## config.mk

```make
export PLATFORM = sky130hd
export DESIGN_NAME = fs_lock_monitor
export DESIGN_NICKNAME = d
export VERILOG_FILES = /design/src/rtl/fs_mon_pkg.sv /design/src/rtl/fs_lock_monitor_sync_2ff.sv /design/src/rtl/fs_lock_monitor.sv
export SDC_FILE = /design/constraint.sdc
export NUM_CORES = 1
export LEC_CHECK = 0
export ABC_AREA = 1
export CORE_MARGIN = 2
export CORE_UTILIZATION = 60
export CTS_CLUSTER_SIZE = 30
export DETAILED_ROUTE_END_ITERATION = 10
export PLACE_DENSITY = 0.83
export SLEW_MARGIN = 20
export SYNTH_ARGS = -nofsm -noshare
export SYNTH_HDL_FRONTEND = slang
export SYNTH_SLANG_ARGS = --single-unit
```

## constraint.sdc

```tcl
create_clock -name clk_256fs -period 3.15 [get_ports clk_256fs]
set_input_delay 0.4725 -clock clk_256fs [delete_from_list [all_inputs] [get_ports clk_256fs]]
set_output_delay 0.4725 -clock clk_256fs [all_outputs]
set_load 0.02 [all_outputs]
```

## src/rtl/fs_mon_pkg.sv

```systemverilog
// ----------------------------------------------------------------------------
// fs_mon_pkg
// Shared definitions for the fs lock monitor: FSM state encoding, default
// period/tolerance/lock-count constants and the period window test.
// No ports (package).
// ----------------------------------------------------------------------------
package fs_mon_pkg;

  typedef enum logic [1:0] {
    SEARCH  = 2'd0,
    ACQUIRE = 2'd1,
    LOCKED  = 2'd2
  } state_e;

  localparam int DEF_NOMINAL    = 256;
  localparam int DEF_TOL        = 2;
  localparam int DEF_LOCK_COUNT = 4;

  // Inclusive window test: nominal-tol <= period <= nominal+tol
  function automatic logic period_good(input int period, input int nominal, input int tol);
    return (period >= nominal - tol) && (period <= nominal + tol);
  endfunction

endpackage

```

## src/rtl/fs_lock_monitor_sync_2ff.sv

```systemverilog
// ----------------------------------------------------------------------------
// sync_2ff
// Two-flop synchronizer bringing an asynchronous level into the clk_i domain.
// Ports:
//   clk_i   - destination clock
//   rst_ni  - asynchronous active-low reset, clears both stages
//   d_i     - asynchronous input level
//   q_o     - synchronized level (two cycles of latency)
// ----------------------------------------------------------------------------
module sync_2ff (
  input  logic clk_i,
  input  logic rst_ni,
  input  logic d_i,
  output logic q_o
);

  logic meta_q;
  logic sync_q;

  always_ff @(posedge clk_i or negedge rst_ni) begin
    if (!rst_ni) begin
      meta_q <= 1'b0;
      sync_q <= 1'b0;
    end else begin
      meta_q <= d_i;
      sync_q <= meta_q;
    end
  end

  assign q_o = sync_q;

endmodule

```

## src/rtl/fs_lock_monitor.sv

```systemverilog
// ----------------------------------------------------------------------------
// fs_lock_monitor
// Measures the period of the sample-rate clock fs_in in clk_256fs cycles and
// declares lock after LOCK_COUNT consecutive in-tolerance periods. Drives a
// downstream active-low reset that is released only while locked.
//
// Ports:
//   clk_256fs  in   single clock, all logic on its rising edge
//   rst_n      in   asynchronous active-low reset
//   fs_in      in   sample-rate clock, asynchronous to clk_256fs
//   fs_strobe  out  one-cycle pulse per detected fs_in rising edge
//   locked     out  high while the FSM is in LOCKED
//   rst_out_n  out  downstream reset, released one cycle after locked rises
//   period_q   out  last measured period (CNT_W bits)
//   err_cnt    out  8-bit saturating count of bad periods/timeouts while
//                   acquiring or locked (only with FS_LOCK_MONITOR_ERRCNT_EN)
//
// Build option: define FS_LOCK_MONITOR_ERRCNT_EN to add the err_cnt port.
//
// State table:
//   state   | meaning
//   SEARCH  | no reference edge yet; waiting for the first fs_strobe
//   ACQUIRE | counting consecutive good periods toward LOCK_COUNT
//   LOCKED  | fs period in tolerance; locked high, downstream reset released
// ----------------------------------------------------------------------------
module fs_lock_monitor
  import fs_mon_pkg::*;
#(
  parameter int NOMINAL    = DEF_NOMINAL,
  parameter int TOL        = DEF_TOL,
  parameter int LOCK_COUNT = DEF_LOCK_COUNT,
  parameter int CNT_W      = 10
) (
  input  logic             clk_256fs,
  input  logic             rst_n,
  input  logic             fs_in,
  output logic             fs_strobe,
  output logic             locked,
  output logic             rst_out_n,
  output logic [CNT_W-1:0] period_q
`ifdef FS_LOCK_MONITOR_ERRCNT_EN
  ,
  output logic [7:0]       err_cnt
`endif
);

  localparam int GOOD_W = (LOCK_COUNT < 2) ? 1 : $clog2(LOCK_COUNT + 1);
  localparam int TMO    = NOMINAL + TOL + 1;
  localparam logic [CNT_W-1:0] CNT_ONE = CNT_W'(1);
  localparam logic [CNT_W-1:0] CNT_MAX = {CNT_W{1'b1}};

  logic              fs_sync;
  logic              fs_prev_q;
  logic              strobe_q, strobe_d;
  logic [CNT_W-1:0]  cnt_q, cnt_d;
  state_e            state_q, state_d;
  logic [GOOD_W-1:0] good_q, good_d;
  logic              locked_q, locked_d;
  logic              rst_out_q, rst_out_d;
  logic              good_period;
  logic              timeout;

  sync_2ff u_sync (
    .clk_i  (clk_256fs),
    .rst_ni (rst_n),
    .d_i    (fs_in),
    .q_o    (fs_sync)
  );

  assign strobe_d    = fs_sync & ~fs_prev_q;
  assign good_period = period_good(int'(cnt_q), NOMINAL, TOL);
  // >= rather than == so a counter that has saturated still reads as timed out
  assign timeout     = int'(cnt_q) >= TMO;

  // Counter restarts at 1 right after the strobe so a strobe-to-strobe
  // distance of N cycles leaves exactly N in cnt_q on the next strobe.
  always_comb begin
    cnt_d = cnt_q;
    if (strobe_q) begin
      cnt_d = CNT_ONE;
    end else if (cnt_q != CNT_MAX) begin
      cnt_d = cnt_q + CNT_ONE;
    end
  end

  always_comb begin
    state_d = state_q;
    good_d  = good_q;
    unique case (state_q)
      SEARCH: begin
        if (strobe_q) begin
          state_d = ACQUIRE;
          good_d  = '0;
        end
      end
      ACQUIRE: begin
        // An edge wins over a coincident timeout; its period is judged normally
        if (strobe_q) begin
          if (!good_period) begin
            good_d = '0;
          end else if (int'(good_q) + 1 >= LOCK_COUNT) begin
            state_d = LOCKED;
            good_d  = '0;
          end else begin
            good_d = good_q + GOOD_W'(1);
          end
        end else if (timeout) begin
          state_d = SEARCH;
          good_d  = '0;
        end
      end
      LOCKED: begin
        if (strobe_q) begin
          if (!good_period) begin
            state_d = ACQUIRE;
            good_d  = '0;
          end
        end else if (timeout) begin
          state_d = SEARCH;
          good_d  = '0;
        end
      end
      default: begin
        state_d = SEARCH;
        good_d  = '0;
      end
    endcase
  end

  assign locked_d  = (state_d == LOCKED);
  // Rises one cycle after locked, falls on the same edge as locked
  assign rst_out_d = locked_d & locked_q;

  always_ff @(posedge clk_256fs or negedge rst_n) begin
    if (!rst_n) begin
      fs_prev_q <= 1'b0;
      strobe_q  <= 1'b0;
      cnt_q     <= '0;
      state_q   <= SEARCH;
      good_q    <= '0;
      locked_q  <= 1'b0;
      rst_out_q <= 1'b0;
      period_q  <= '0;
    end else begin
      fs_prev_q <= fs_sync;
      strobe_q  <= strobe_d;
      cnt_q     <= cnt_d;
      state_q   <= state_d;
      good_q    <= good_d;
      locked_q  <= locked_d;
      rst_out_q <= rst_out_d;
      // The first strobe after SEARCH has no reference edge behind it
      if (strobe_q && (state_q != SEARCH)) begin
        period_q <= cnt_q;
      end
    end
  end

  assign fs_strobe = strobe_q;
  assign locked    = locked_q;
  assign rst_out_n = rst_out_q;

`ifdef FS_LOCK_MONITOR_ERRCNT_EN
  logic       err_evt;
  logic [7:0] err_q;

  assign err_evt = (state_q != SEARCH) &&
                   ((strobe_q && !good_period) || (!strobe_q && timeout));

  always_ff @(posedge clk_256fs or negedge rst_n) begin
    if (!rst_n) begin
      err_q <= '0;
    end else if (err_evt && (err_q != 8'hFF)) begin
      err_q <= err_q + 8'd1;
    end
  end

  assign err_cnt = err_q;
`endif

endmodule

```

# Word-level counts from Yosys, hierarchy flattened
# Cells that the tools add are included.
# totals
regBits,31
in_bits,3
out_inout_bits,13
wordCells,50
# op_classes
n_addsub,3
magnitude_cmp,4
eq_ne,6
n_mux,18
bitwise,3
reduce_logical,6
# ops
op,n
$mux W3,7
$mux W10,2
$mux W2,7
$add A10 B1 Y10 const B,1
$ge A10 B8 Y1 const B,1
$ge A10 B9 Y1 const B,1
$le A10 B9 Y1 const B,1
$ne A10 B10 Y1 const B,1
$pmux W3 S3,1
$pmux W2 S3,1
$add A3 B1 Y4 const B,1
$eq A2 B2 Y1 const B,2
$ge A4 B3 Y1 const B,1
$reduce_bool A2 Y1,2
$add A3 B1 Y3 const B,1
$ne A3 B3 Y1 const B,1
$and A1 B1 Y1,2
$eq A2 B1 Y1 const B,1
$logic_and A1 B1 Y1,2
$logic_not A2 Y1,1
$ne A2 B2 Y1 const B,1
$reduce_and A2 Y1,1
$not A1 Y1,1

# Depth between registers and ports, before layout
# depth
word_depth,8
ltp_mapped,14
ltp_nobuf,14

# Modules after synthesis
# From an unflattened synthesis, not the netlist that was laid out.
# unflattened
cells_unflattened,195
hier_area_um2,1636.6
# by_module_without_submodules
mod,n_inst,cells_per_inst,area_per_inst_um2,seq_area_each_um2
fs_lock_monitor,1,193,1586.5,725.7
sync_2ff,1,2,50.0,50.0

# Worst setup path after synthesis
# No wires, ideal clock.
# synth_path
path_kind,register to register
start,register cnt_q[1]
end,register cnt_q[7]
setup_ps,123
arrival_ps,1452
t_required_ps,3027
setup_slack_ps,1574
stages_incl_launch_ff,13
n_path_buf,0
synth_period_minus_slack_ps,1576
cell_sequence,dfrtp_1 > ha_1 > inv_1 > nor2_1 > nand2_1 > nor2_2 > nand2_2 > nand2_1 > nor2_1 > nand2_1 > inv_1 > a21oi_1 > a21oi_1
# synth_via
elab_chain_cells,3
elab_cells_between_ends,5
classes_between,add/sub (1); eq/ne (1); mux (2); reduce/logical (1)
# synth_rtl
item,line_no,text
start: declaration,fs_lock_monitor.sv:55,"logic [CNT_W-1:0] cnt_q, cnt_d;"
start signal: assignment,fs_lock_monitor.sv:147,cnt_q <= cnt_d;
$add A10 B1 Y10,fs_lock_monitor.sv:82,cnt_d = cnt_q + CNT_ONE;
$mux W10,fs_lock_monitor.sv:81,end else if (cnt_q != CNT_MAX) begin
$mux W10,fs_lock_monitor.sv:79,if (strobe_q) begin
# Parallel ways exist; a longest one is shown, timed or not. The select of a mux whose other input is x is not followed.
# A chain may end at the register's enable or synchronous reset.

# Worst setup path in the final report
# layout_path
start,register strobe_q (netlist: fs_strobe)
end,output port fs_strobe
# layout_rtl
item,line_no,text
start: declaration,fs_lock_monitor.sv:54,"logic strobe_q, strobe_d;"
start signal: assignment,fs_lock_monitor.sv:146,strobe_q <= strobe_d;
end: declaration,fs_lock_monitor.sv:37,"output logic fs_strobe,"
# No word-level cell between the ends.

==> flow_metrics.env <==
export IMPL_hold_violations=0
export IMPL_cts_sinks=31
export IMPL_first_pass_iters=4
export IMPL_power_per_cell_area_mw_per_mm2=619
export IMPL_rrSetupSlack_ns=1.28
export IMPL_multiInputGateArea_um2=714
export IMPL_max_freq_mhz=484
export IMPL_leakage_nw=0.891
export IMPL_areaGrowthSynthToFinish_pct=16.1
export IMPL_cts_max_level=2
export IMPL_initial_core_util=0.639
export IMPL_antenna_cells=0
export IMPL_finalSetupTns_ns=0
export IMPL_gp_congestion=0.805
export IMPL_final_util=0.741
export IMPL_clk_latency_ns=0.34
export IMPL_hpwl_mm=2.35
export IMPL_layout_drive_gt1_share=0.154
export IMPL_num_io_pins=16
export IMPL_netlist_top_cell_by_area="dfrtp_1"
export IMPL_wl_mm=3.23
export IMPL_synth_seq_cells=31
export IMPL_tightest_slew_ns=0.403
export IMPL_final_cell_mix="39 x nand2_1, 31 x dfrtp_1, 19 x inv_1, 19 x nor2_1"
export IMPL_maxCapViolations=0
export IMPL_worstSetupPathType="flop to primary output"
export IMPL_endpoint_kind="primary output"
export IMPL_slowest_stage="clkdlybuf4s50_1"
export IMPL_outcome="finished clean"
export IMPL_clk_path_buf_depth=2
export IMPL_peakVddDrop_uv=689
export IMPL_setup_slack_ns=1.09
export IMPL_rsz0062_at_grt="no"
export IMPL_crit_buf_inv=1
export IMPL_dieHeight_um=55.6
export IMPL_synth_cells=188
export IMPL_grt_start_max_net_pins=32
export IMPL_die_w_um=55.6
export IMPL_crit_fanout=11
export IMPL_cts_buffers=5
export IMPL_groute_usage_overall=0.232
export IMPL_required_ns=2.68
export IMPL_netlist_area_mm2=0.00160
export IMPL_avgSynthCellArea_um2=8.49
export IMPL_io_buffer_count=15
export IMPL_max_stage_delay_ns=0.68
export IMPL_dp_slack_ns=1.30
export IMPL_final_nets=217
export IMPL_maxSlewViolCount=0
export IMPL_ant_nets=0
export IMPL_antenna_found_initial=0
export IMPL_syn_num_nets=198
export IMPL_dieArea_mm2=0.00309
export IMPL_n_fill_cell=195
export IMPL_seq_area_um2=776
export IMPL_vias=1327
export IMPL_drt_iter0_drc=38
export IMPL_critPathTopFamily="buffers and inverters"
export IMPL_std_cell_rows=18
export IMPL_slew_limit_headroom=0.728
export IMPL_period_needed_ns=2.06
export IMPL_crit_chain="clkdlybuf4s50_1"
export IMPL_avgRoutedWirePerCell_um=13.6
export IMPL_synth_yosys_seq_area_share=0.486
export IMPL_crit_path_start_kind="flop"
export IMPL_period_share=0.655
export IMPL_hold_class="flop to flop"
export IMPL_holdBufCountCts=0
export IMPL_finClkSkew_ns=0.0107
export IMPL_grt_pass1_wl_mm=5.51
export IMPL_core_area_mm2=0.00250
export IMPL_root_buffer="clkbuf_4"
export IMPL_ys_top_cells_by_area="dfrtp_1 49%, nand2_1 9.2%, ha_1 5.5%"
export IMPL_drcViolationCount=0
export IMPL_setup_violations_final=0
export IMPL_yosysTopAreaCellShare=0.486
export IMPL_layout_commonest_cell="nand2_1"
export IMPL_viasPerCell=5.58
export IMPL_clk_pin_slew_ns=0.10
export IMPL_yosysWarnings=0
export IMPL_post_cts_setup_buffers=0
export IMPL_grt_pass1_vias=1264
export IMPL_post_cts_resize_count=0
export IMPL_synth_cell_types=26
export IMPL_cts_tree="done"
export IMPL_grt_ovfl_total=0
export IMPL_arrival_ns=1.59
==> per-layer routing <==
layer,part of all wire,up-vias,GRT usage
met1,0.47,632,0.305
met5,0,-,0
li1,-,648,-
met4,0.015,0,0.0976
met3,0.069,5,0.0814
met2,0.45,42,0.349
==> synth_stat cells, drive strengths merged <==
| library cell | count |
|---|---|
| nor2 | 25 |
| mux2 | 3 |
| or2 | 1 |
| a31oi | 1 |
| a21oi | 12 |
| nand3 | 11 |
| nand4 | 2 |
| o21ai | 17 |
| buf | 2 |
| inv | 23 |
| clkbuf | 2 |
| nand2 | 42 |
| nor4 | 1 |
| ha | 7 |
| dfrtp | 31 |
| nor3 | 5 |
| a211oi | 3 |
==> registers in the layout, summed over array words and instances (netlist names) <==
name / flops
cnt_q: 10
fs_prev_q: 1
fs_strobe: 1
good_q: 3
locked: 1
period_q: 10
rst_out_n: 1
state_q: 2
u_sync.meta_q: 1
u_sync.q_o: 1
==> path summary, 6_finish.rpt <==
check                                              from                 endpoint  cells after the start
worst max-delay path                fs_strobe$_DFF_PN0_                fs_strobe                      1
worst min-delay path            u_sync.meta_q$_DFF_PN0_     u_sync.q_o$_DFF_PN0_                      0
worst max register to register     cnt_q[1]$_DFFE_PN0P_     cnt_q[7]$_DFFE_PN0P_                     12
worst min register to register  u_sync.meta_q$_DFF_PN0_     u_sync.q_o$_DFF_PN0_                      0
max in group asynchronous                         rst_n    good_q[0]$_DFFE_PN0P_                      2
min in group asynchronous                         rst_n  period_q[6]$_DFFE_PN0P_                      2
==> where the power goes <==
part	switching (mW)	total [mW]	internal [mW]	leakage, nW
Combinational	0.192	0.323	0.131	0.435
Clock	0.143	0.310	0.167	0.0452
Sequential	0.0577	0.513	0.456	0.411
==> cell type report <==
type	instances	share of cell area
Sequential cell	31	0.419
Clock buffer	5	0.0203
Clock inverter	3	0.0236
Multi-Input combinational cell	130	0.386
Inverter	23	0.0466
Tap cell	30	0.0203
Timing Repair Buffer	16	0.0851
==> logic make-up after synthesis <==
logic type	share of synthesized area
AOI/OAI and AO/OA	0.114
adders and majority gates	0.0549
buffers and inverters	0.0666
DFF	0.486
muxes	0.0212
and+or+nand+nor	0.258
==> through the flow <==
| stage | instances | power [mW] | area [um^2] | hold WS, ns |
|---|---|---|---|---|
| finish | 238 | 1.15 | 1850 | 0.374 |
| global placement | 230 | 0.823 | 1770 | 0.350 |
| floorplan | 188 | 0.723 | 1600 | 0.177 |
| CTS | 238 | 1.15 | 1850 | 0.376 |
| global route | 238 | 1.21 | 1850 | 0.388 |
| detailed placement | 230 | 0.836 | 1770 | 0.342 |
Power figures use the tool's default switching activity.
